<file path="src/rtl/status_seg7_pkg.sv">
// Shared constants and types for the status 7-segment panel.
package status_seg7_pkg;

  // Active-low segment patterns, bit order {g,f,e,d,c,b,a}.
  localparam logic [6:0] SEG_BLANK  = '1;
  localparam logic [6:0] SEG_ALL_ON = '0;
  localparam logic [6:0] SEG_0      = 7'b1000000;
  localparam logic [6:0] SEG_1      = 7'b1111001;
  localparam logic [6:0] SEG_2      = 7'b0100100;
  localparam logic [6:0] SEG_3      = 7'b0110000;
  localparam logic [6:0] SEG_4      = 7'b0011001;
  localparam logic [6:0] SEG_5      = 7'b0010010;
  localparam logic [6:0] SEG_6      = 7'b0000010;
  localparam logic [6:0] SEG_7      = 7'b1111000;
  localparam logic [6:0] SEG_8      = 7'b0000000;
  localparam logic [6:0] SEG_9      = 7'b0010000;
  localparam logic [6:0] SEG_S      = 7'b0010010;
  localparam logic [6:0] SEG_E      = 7'b0000110;
  localparam logic [6:0] SEG_U      = 7'b1000001;

  // Display mode encoding; 2'b11 behaves as LIVE.
  localparam logic [1:0] MODE_LIVE    = 2'b00;
  localparam logic [1:0] MODE_STRETCH = 2'b01;
  localparam logic [1:0] MODE_STICKY  = 2'b10;

  typedef enum logic [1:0] {
    ST_IDLE,
    ST_ACTIVE,
    ST_HOLD,
    ST_LATCHED
  } chan_state_e;

endpackage

</file>
<file path="src/rtl/status_seg7_chan.sv">
// One status channel: event FSM, hold counter and registered glyph mux.
module status_seg7_chan
  import status_seg7_pkg::*;
#(
  parameter int unsigned HOLD_CYCLES = 50000000
) (
  input  logic       clk_i,
  input  logic       rst_i,
  input  logic       event_i,
  input  logic [1:0] mode_i,
  input  logic       clear_all_i,
  input  logic       blink_en_i,
  input  logic       lamp_test_i,
  input  logic       phase_i,
  input  logic [6:0] glyph_i,
  output logic [6:0] seg_o,
  output logic       not_idle_o
);

  localparam int unsigned CNT_W = $clog2(HOLD_CYCLES + 1);
  localparam logic [CNT_W-1:0] CNT_RELOAD = CNT_W'(HOLD_CYCLES - 1);

  chan_state_e      state_q, state_d;
  logic [CNT_W-1:0] cnt_q, cnt_d;
  logic [6:0]       seg_q, seg_d;

  // Next-state and hold counter; event beats clear_all beats mode/counter.
  always_comb begin
    state_d = state_q;
    cnt_d   = cnt_q;
    if (event_i) begin
      state_d = ST_ACTIVE;
      cnt_d   = '0;
    end else begin
      unique case (state_q)
        ST_IDLE: state_d = ST_IDLE;
        ST_ACTIVE: begin
          unique case (mode_i)
            MODE_STRETCH: begin
              state_d = ST_HOLD;
              cnt_d   = CNT_RELOAD;
            end
            MODE_STICKY: state_d = ST_LATCHED;
            default:     state_d = ST_IDLE;
          endcase
        end
        ST_HOLD: begin
          if (clear_all_i || (mode_i != MODE_STRETCH) || (cnt_q == '0)) begin
            state_d = ST_IDLE;
            cnt_d   = '0;
          end else begin
            cnt_d = cnt_q - CNT_W'(1);
          end
        end
        ST_LATCHED: begin
          if (clear_all_i || (mode_i != MODE_STICKY)) state_d = ST_IDLE;
        end
        default: state_d = ST_IDLE;
      endcase
    end
  end

  // Digit pattern derived from the next state so it lands with the state.
  always_comb begin
    seg_d = SEG_BLANK;
    if (lamp_test_i) begin
      seg_d = SEG_ALL_ON;
    end else begin
      unique case (state_d)
        ST_ACTIVE, ST_HOLD: seg_d = glyph_i;
        ST_LATCHED:         seg_d = (!blink_en_i || phase_i) ? glyph_i : SEG_BLANK;
        default:            seg_d = SEG_BLANK;
      endcase
    end
  end

  // State, counter and digit registers.
  always_ff @(posedge clk_i) begin
    if (rst_i) begin
      state_q <= ST_IDLE;
      cnt_q   <= '0;
      seg_q   <= SEG_BLANK;
    end else begin
      state_q <= state_d;
      cnt_q   <= cnt_d;
      seg_q   <= seg_d;
    end
  end

  assign seg_o      = seg_q;
  assign not_idle_o = (state_d != ST_IDLE);

endmodule

</file>
<file path="src/rtl/status_seg7_panel.sv">
// Status panel top: shared blink prescaler, NUM_CH channels, status_any.
module status_seg7_panel
  import status_seg7_pkg::*;
#(
  parameter int unsigned            NUM_CH      = 3,
  parameter logic [7*NUM_CH-1:0]    GLYPHS      = {SEG_U, SEG_E, SEG_S},
  parameter int unsigned            HOLD_CYCLES = 50000000,
  parameter int unsigned            BLINK_DIV   = 25000000
) (
  input  logic                  clk,
  input  logic                  rst,
  input  logic [NUM_CH-1:0]     event_in,
  input  logic [1:0]            mode,
  input  logic                  clear_all,
  input  logic                  blink_en,
  input  logic                  lamp_test,
  output logic [7*NUM_CH-1:0]   seg_out,
  output logic                  status_any
);

  localparam int unsigned BW = (BLINK_DIV > 1) ? $clog2(BLINK_DIV) : 1;

  logic [BW-1:0]     blink_cnt_q, blink_cnt_d;
  logic              phase_q, phase_d;
  logic [NUM_CH-1:0] not_idle;
  logic              status_any_q;

  // Blink prescaler: count 0..BLINK_DIV-1, toggle phase on wrap.
  always_comb begin
    blink_cnt_d = blink_cnt_q + BW'(1);
    phase_d     = phase_q;
    if (blink_cnt_q == BW'(BLINK_DIV - 1)) begin
      blink_cnt_d = '0;
      phase_d     = ~phase_q;
    end
  end

  // Prescaler and status_any registers.
  always_ff @(posedge clk) begin
    if (rst) begin
      blink_cnt_q  <= '0;
      phase_q      <= 1'b1;
      status_any_q <= 1'b0;
    end else begin
      blink_cnt_q  <= blink_cnt_d;
      phase_q      <= phase_d;
      status_any_q <= |not_idle;
    end
  end

  for (genvar g = 0; g < NUM_CH; g++) begin : g_chan
    status_seg7_chan #(
      .HOLD_CYCLES(HOLD_CYCLES)
    ) u_chan (
      .clk_i      (clk),
      .rst_i      (rst),
      .event_i    (event_in[g]),
      .mode_i     (mode),
      .clear_all_i(clear_all),
      .blink_en_i (blink_en),
      .lamp_test_i(lamp_test),
      .phase_i    (phase_d),
      .glyph_i    (GLYPHS[7*g +: 7]),
      .seg_o      (seg_out[7*g +: 7]),
      .not_idle_o (not_idle[g])
    );
  end

  assign status_any = status_any_q;

endmodule

</file>
<file path="config.mk">
export PLATFORM = sky130hd
export DESIGN_NAME = status_seg7_panel
export DESIGN_NICKNAME = d
export VERILOG_FILES = /design/src/rtl/status_seg7_pkg.sv /design/src/rtl/status_seg7_chan.sv /design/src/rtl/status_seg7_panel.sv
export SDC_FILE = /design/constraint.sdc
export NUM_CORES = 1
export LEC_CHECK = 0
export ABC_AREA = 1
export BUFFER_PORTS_ARGS = -buffer_cell sky130_fd_sc_hd__buf_2
export CAP_MARGIN = 20
export CORE_UTILIZATION = 35
export DETAILED_ROUTE_END_ITERATION = 8
export PLACE_DENSITY_LB_ADDON = 0.08
export SLEW_MARGIN = 15
export SYNTH_ARGS = -nofsm -noshare
export SYNTH_HDL_FRONTEND = slang
export SYNTH_SLANG_ARGS = --single-unit
</file>
<file path="constraint.sdc">
create_clock -name clk -period 5.49 [get_ports clk]
set_clock_uncertainty 0.2 [all_clocks]
set_input_delay 0.549 -clock clk [delete_from_list [all_inputs] [get_ports clk]]
set_output_delay 0.549 -clock clk [all_outputs]
set_load 0.01 [all_outputs]
</file>
==> results of run 1 <==
==> per-layer routing <==
metal	vias up	track usage
met5	-	0
met4	0	0.0558
met3	19	0.0354
met2	78	0.288
met1	3105	0.246
li1	3687	-
==> kinds of logic after synthesis <==
logic type	after synthesis	synth area share
compound gates	147	0.104
xor+xnor	44	0.0534
fa+ha+maj	13	0.0225
buf+inv	209	0.124
flops	115	0.319
simple gates	642	0.377
==> where the power goes <==
part | internal, mW | switching (mW) | leakage (nW) | total [mW]
clock network | 0.803 | 0.408 | 0.312 | 1.21
logic | 0.0866 | 0.167 | 2.47 | 0.254
registers | 0.848 | 0.0122 | 0.931 | 0.860
==> layout by cell type (no fill, tap or decap), types with 2 or more instances in the layout <==
| cell | n |
|---|---|
| a21o_1 | 2 |
| a21oi_1 | 82 |
| buf_2 | 31 |
| buf_4 | 4 |
| bufinv_16 | 4 |
| clkbuf_16 | 17 |
| clkbuf_8 | 4 |
| clkinv_2 | 3 |
| dfxtp_1 | 115 |
| diode_2 | 2 |
| ha_1 | 13 |
| inv_1 | 166 |
| inv_2 | 2 |
| nand2_1 | 288 |
| nand2_2 | 7 |
| nand3_1 | 59 |
| nand3b_1 | 2 |
| nand4_1 | 34 |
| nor2_1 | 213 |
| nor2_2 | 11 |
| nor2_4 | 3 |
| nor3_1 | 16 |
| nor3_2 | 2 |
| nor3b_1 | 3 |
| o21ai_0 | 57 |
| o21bai_1 | 4 |
| xnor2_1 | 8 |
| xor2_1 | 36 |
==> flip-flops by register name, summed over array words and instances (netlist names) <==
name                   flops
g_chan.u_chan.cnt_q       78
phase_q                    1
blink_cnt_q               25
g_chan.u_chan.seg_o        4
status_any                 1
g_chan.u_chan.state_q      6
==> metrics by stage <==
step / util / std cells / setup slack (ps)
floorplan: - / 1170 / 3180
CTS: 0.401 / 1466 / 2880
finish: 0.402 / 1468 / 2890
detailed placement: 0.370 / 1435 / 2640
global placement: 0.370 / 1435 / 2710
global route: 0.401 / 1466 / 2650
==> worst max-delay path, stage by stage, from the launching register on <==
cell and delay (ps):
dfxtp_1 290, inv_1 90, ha_1 330, nand2_2 150
nor2_1 170, nand2_1 80, nor2_1 160, nor2_2 40
buf_4 220, nand2_1 110, nand2_1 50, nand2_1 100
inv_1 50, ha_1 190, inv_1 60, a21oi_1 60
nand2_1 60, nand2_1 40
==> worst max path at each step <==
stage	endpoint	slack (ps)	cells past startpoint
after floorplan	g_chan[1].u_chan.seg_o[5]$_SDFF_PP1_	3180	13
after global placement	g_chan[1].u_chan.seg_o[5]$_SDFF_PP1_	2710	15
after detailed placement	g_chan[1].u_chan.seg_o[5]$_SDFF_PP1_	2640	15
after CTS	g_chan[1].u_chan.seg_o[5]$_SDFF_PP1_	2880	17
after global routing	g_chan[1].u_chan.seg_o[5]$_SDFF_PP1_	2650	17
final	g_chan[1].u_chan.seg_o[5]$_SDFF_PP1_	2890	17
==> cell type report <==
| cell class | count | area (um^2) |
|---|---|---|
| Multi-Input combinational cell | 846 | 4030 |
| Sequential cell | 115 | 2300 |
| Clock inverter | 9 | 151 |
| Clock buffer | 22 | 484 |
| Inverter | 169 | 637 |
| Fill cell | 2211 | 12100 |
| Antenna cell | 2 | 5.00 |
| Tap cell | 270 | 338 |
| Timing Repair Buffer | 35 | 185 |
==> impl_results.md, run 1 <==
- Area contributors post-synth: dfxtp_1 (32%), nand2_1 (15%), nor2_1 (11%)
- DR WL/cell: 12.5 um
- Arrival time worst endpoint: 2700 ps
- Pwr/cell area: 286 nW/um^2
- Post-DP Area: 7490 um^2
- Worst skew pair latency: 420 ps
- Min Hold Slack: 133 ps
- Synth Cell Area: 7220 um^2
- Critical path startpoint category: flop
- Final ANT Viol Nets: 0
- FF-to-FF path depth: 17
- Uppermost routed layer: met4
- VDD IR max: 0.000197 V
- F_max: 385 MHz
- Layout cells sized above 1: 0.0794
- Sequential area share after synthesis: 0.319
- Width of the chip: 146 um
- Count leader, synth: nand2_1
- Final estimated routing congestion in global placement: 0.822
- Router iterations before antenna repair: 5
- Reg2Reg Setup Slack: 2890 ps
- Flop and latch count out of synthesis: 115
- MaxCap Viol Count: 0
- Path type of the worst setup path: reg2reg
- CTS Buffer Depth: 2
- Crit path launch: g_chan[1].u_chan.cnt_q[0]$_SDFFE_PP0P_
- RSZ-0062 raised after global routing: false
- Yosys top cell by area: dfxtp_1
- CTS Hold Bufs: 0
- Reg2Reg Capture Point: g_chan[1].u_chan.seg_o[5]$_SDFF_PP1_
- Fin crit share: 0.474
- P_leak: 3.71 nW
- Endpoints failing hold: 0
- Status: complete, no violations
- CP Capture Type: flop
- Hold WC Path Type: in2reg
- Via count: 6889
- Post-CTS Resized: 0
- Overflow after GRT: 0
- Worst-Margin Slew: 964 ps
- Setup repair bufs after CTS: 0
- WL met2: 8060 um
- Critical path peak fanout: 26
- Yosys top cell area share: 0.319
- Synth Flop Type: dfxtp_1
- FP Rows: 52
- Port Buffers: 31
- Initial antenna violation count: 2
- Syn_nets: about 1200
- CTS buffer count: 17
- Final setup viols: 0
- Area Growth Syn to Fin: 12.5%
- Most common library cells after synthesis: nand2_1 (288), nor2_1 (214), inv_1 (166)
- DIE AREA: 21200 um^2
- Worst-path clk slew: about 50 ps
- Clock root buffer: clkbuf_16
- Vias in the first global route: ~6500
- Post-route cell area: ~8000 um^2
- CTS tree: done
- Initial DRC count: approximately 330
- All-Layer GR Usage: 0.181
- Hold Crit Depth: 2
- DRC Markers: 0
- Largest net degree at the start of global routing: 39
- EDFF count, synth: 0
- Starting density of the core: 0.357
- Die Height: approximately 150 um
- Post-synthesis instance total: between 1000 and 1500
- Setup_tns: 0 ps
- Clock sinks: roughly 120
- Final nets: 1207
- Yosys cell types: 34
- Min Tclk post-route: between 2000 and 3000 ps
- Boundary pin count: 32
- Routed length on met1: 9630 um
- Hold wc startpoint: lamp_test
- Routed wl met3: 524 um
- Core Footprint: 20200 um^2
- WP data required: 5590 ps
- Syn_area_per_cell: 6.17 um^2
- Fin. max-slew vios: 0
- YS warnings: 0
- Worst Hold End: g_chan[1].u_chan.seg_o[2]$_SDFF_PP1_
- H-tree depth: 4
- Post-DP HPWL: about 13000 um
- Max_slew headroom: 0.356
- First-pass GRT wire length: around 31000 um
- Drt total wl: around 18000 um
- Final Power: 2.32 mW
- Async S/R FF share, synth: 0
- Vias per cell: 4.69
- Start of the worst register-to-register path: g_chan[1].u_chan.cnt_q[0]$_SDFFE_PP0P_
Power figures use the tool's default switching activity.
==> run 2, diff against run 1 <==
clock period = 2.25 ns   (was 5.49 ns; I/O delays follow)
==> run 2 against run 1 <==
Die area unchanged. Sequential share of layout area decreased by 1.2 points. First-iteration DRC count increased by 24%. Global-route usage increased by 0.76 points. Routed wire length increased by 2.3%. Register-to-register slack got worse by 2700 ps. Core utilization increased by 1.8 points. Critical path type unchanged. Worst setup slack got worse by 2700 ps. Clock power increased by 110%. Hold slack got worse by 110 ps. Non-clock buffer count increased by 50. Largest power group unchanged. Total power increased by 130%.
==> impl_results.md, run 2 (synthesis results as in run 1) <==
- Initial DRC count: 403
- F_max: about 480 MHz
- Crit path launch: g_chan[0].u_chan.cnt_q[0]$_SDFFE_PP0P_
- Critical path startpoint category: flop
- GR Layer Usage met3: 0.0357
- CP bufs+invs: 3
- Top reg by flops: g_chan.u_chan.cnt_q
- Overflow after GRT: 0
- Clock sinks: 115
- Largest net degree at the start of global routing: 28
- Path type of the worst setup path: reg2reg
- Post-route cell area: 8490 um^2
- CTS Buffer Depth: 2
- Status: complete, no violations
- Area Growth Syn to Fin: 17.5%
- Final Power: 5.36 mW
- DIE AREA: 21200 um^2
- Max_slew headroom: 0.712
- Hold WC Path Type: in2reg
- Final nets: 1257
- CTS buffer count: 17
- All-Layer GR Usage: 0.189
- Die Height: 146 um
- Min Hold Slack: 28.0 ps
- Start of the worst register-to-register path: g_chan[0].u_chan.cnt_q[0]$_SDFFE_PP0P_
- Top Registers: g_chan.u_chan.cnt_q: 78 flops, blink_cnt_q: 25 flops, g_chan.u_chan.state_q: 6 flops
- MaxCap Viol Count: 0
- Via count: 7015
- PnR worst setup slack: 150 ps
- Router iterations before antenna repair: 5
- Cell repeated most along the worst path: nand2_2
- Starting density of the core: 0.357
- Initial antenna violation count: 1
- VDD IR max: 0.000399 V
- Layout cells sized above 1: 0.123
- Met1 Use GR: 0.259
- Boundary pin count: 32
- Gr busiest metal: met2
- Pwr/cell area: 631 nW/um^2
- Width of the chip: 146 um
- Slowest CP cell: dlygate4sd3_1
- Core Footprint: 20200 um^2
- Critical path peak fanout: 3
- DRC Markers: 0
- Endpoints failing hold: 0
- Vias in the first global route: between 6000 and 7000
- Final ANT Viol Nets: 0
- WP data required: 2360 ps
- First-pass GRT wire length: roughly 32000 um
- Most common cell after layout, fill and taps aside: nand2_1
- Clock root buffer: clkbuf_16
- CP Capture Type: flop
- Min Tclk post-route: between 2000 and 2500 ps
- DR WL/cell: 12.4 um
- Worst-Margin Slew: ~430 ps
- Post-DP HPWL: about 14000 um
- Port Buffers: 31
- Final setup viols: 0
- Commonest cells after routing, fill and taps aside: nand2_1 (286), nor2_1 (205), inv_1 (165)
- Arrival time worst endpoint: 2210 ps
- Worst-path clk slew: ~60 ps
- Post-DP Area: 7810 um^2
- Pre-CTS setup slack: around 120 ps
- Filler cell count: 2166
- Top Family by Delay on Critical Path: buffers and inverters
- Worst skew pair latency: 420 ps
- Vias per cell: 4.62
- FP Rows: 52
- Drt total wl: 18800 um
- CTS tree: done
- CP max stage delay: about 550 ps
- Hold wc startpoint: blink_en
- Fin crit share: 0.933
- Final estimated routing congestion in global placement: 0.830
- Crit-path cells: inv_1, ha_2, nand2_2, nor2_2, nand2_2, inv_2, nand2_2, nand3_4, nand2_1, nand2_2, nor2_1, dlygate4sd3_1
- P_leak: 3.92 nW
- Max reg flops: 78
- H-tree depth: 4
- Fin. max-slew vios: 0
- Met2 GRT Util: 0.298
[run 2: cell types whose count changed in the layout (fill, tap and decap cells not counted), sizes merged]
cell         previous run  this run
bufinv                  4         0
clkinvlp                1         3
clkbuf                 22        18
diode                   2         1
buf                    35        79
inv                   169       177
clkinv                  4         3
dlygate4sd3             0         6
[run 2: what timing repair did]
item	in CTS	in global routing
endpoints found under the hold margin	13	0
buffers inserted	0	3
endpoints found under the setup margin	0	5
hold buffers	6	0
resized for setup	0	15
[run 2: worst reg2reg max path, stage by stage (launching register included)]
cell	delay, ps
dfxtp_1	300
inv_1	60
ha_2	190
nand2_2	70
nor2_2	120
nand2_2	110
inv_2	70
nand2_2	80
nand3_4	70
nand2_1	60
nand2_2	80
nor2_1	40
dlygate4sd3_1	550
[run 2: through the flow]
stage / utilization / TNS (ps) / cells
finish: 0.419 / 0 / 1518
CTS: 0.416 / 0 / 1514
global route: 0.419 / -3.97 / 1517
global placement: 0.386 / 0 / 1476
floorplan: - / 0 / 1170
detailed placement: 0.386 / 0 / 1476
[run 2: final timing paths]
check / end / slack (ps) / cells past startpoint
max: g_chan[0].u_chan.state_q[1]$_SDFF_PP0_ / 150 / 12
min: g_chan[1].u_chan.seg_o[5]$_SDFF_PP1_ / 30 / 5
max reg2reg: g_chan[0].u_chan.state_q[1]$_SDFF_PP0_ / 150 / 12
min reg2reg: blink_cnt_q[0]$_SDFF_PP0_ / 240 / 1
[run 2: routing by layer]
layer,routed length [um],part of all wire
met5,0,0
met4,265,0.014
met3,611,0.032
met2,8270,0.44
met1,9700,0.51
[run 2: cell type report]
type | count | area, um^2 | share of cell area
Antenna cell | 1 | 2.50 | 0.000295
Clock buffer | 18 | 439 | 0.0517
Clock inverter | 14 | 118 | 0.0139
Inverter | 169 | 637 | 0.0750
Multi-Input combinational cell | 846 | 4060 | 0.479
Sequential cell | 115 | 2300 | 0.271
Tap cell | 270 | 338 | 0.0398
Timing Repair Buffer | 85 | 588 | 0.0693
[run 2: report_power, final]
part           switching [mW]  total, mW  leakage, nW  internal (mW)
sequential             0.0286       2.10        0.932           2.07
clock                    1.11       2.57        0.267           1.47
combinational           0.430      0.688         2.72          0.258
total                    1.56       5.36         3.92           3.79
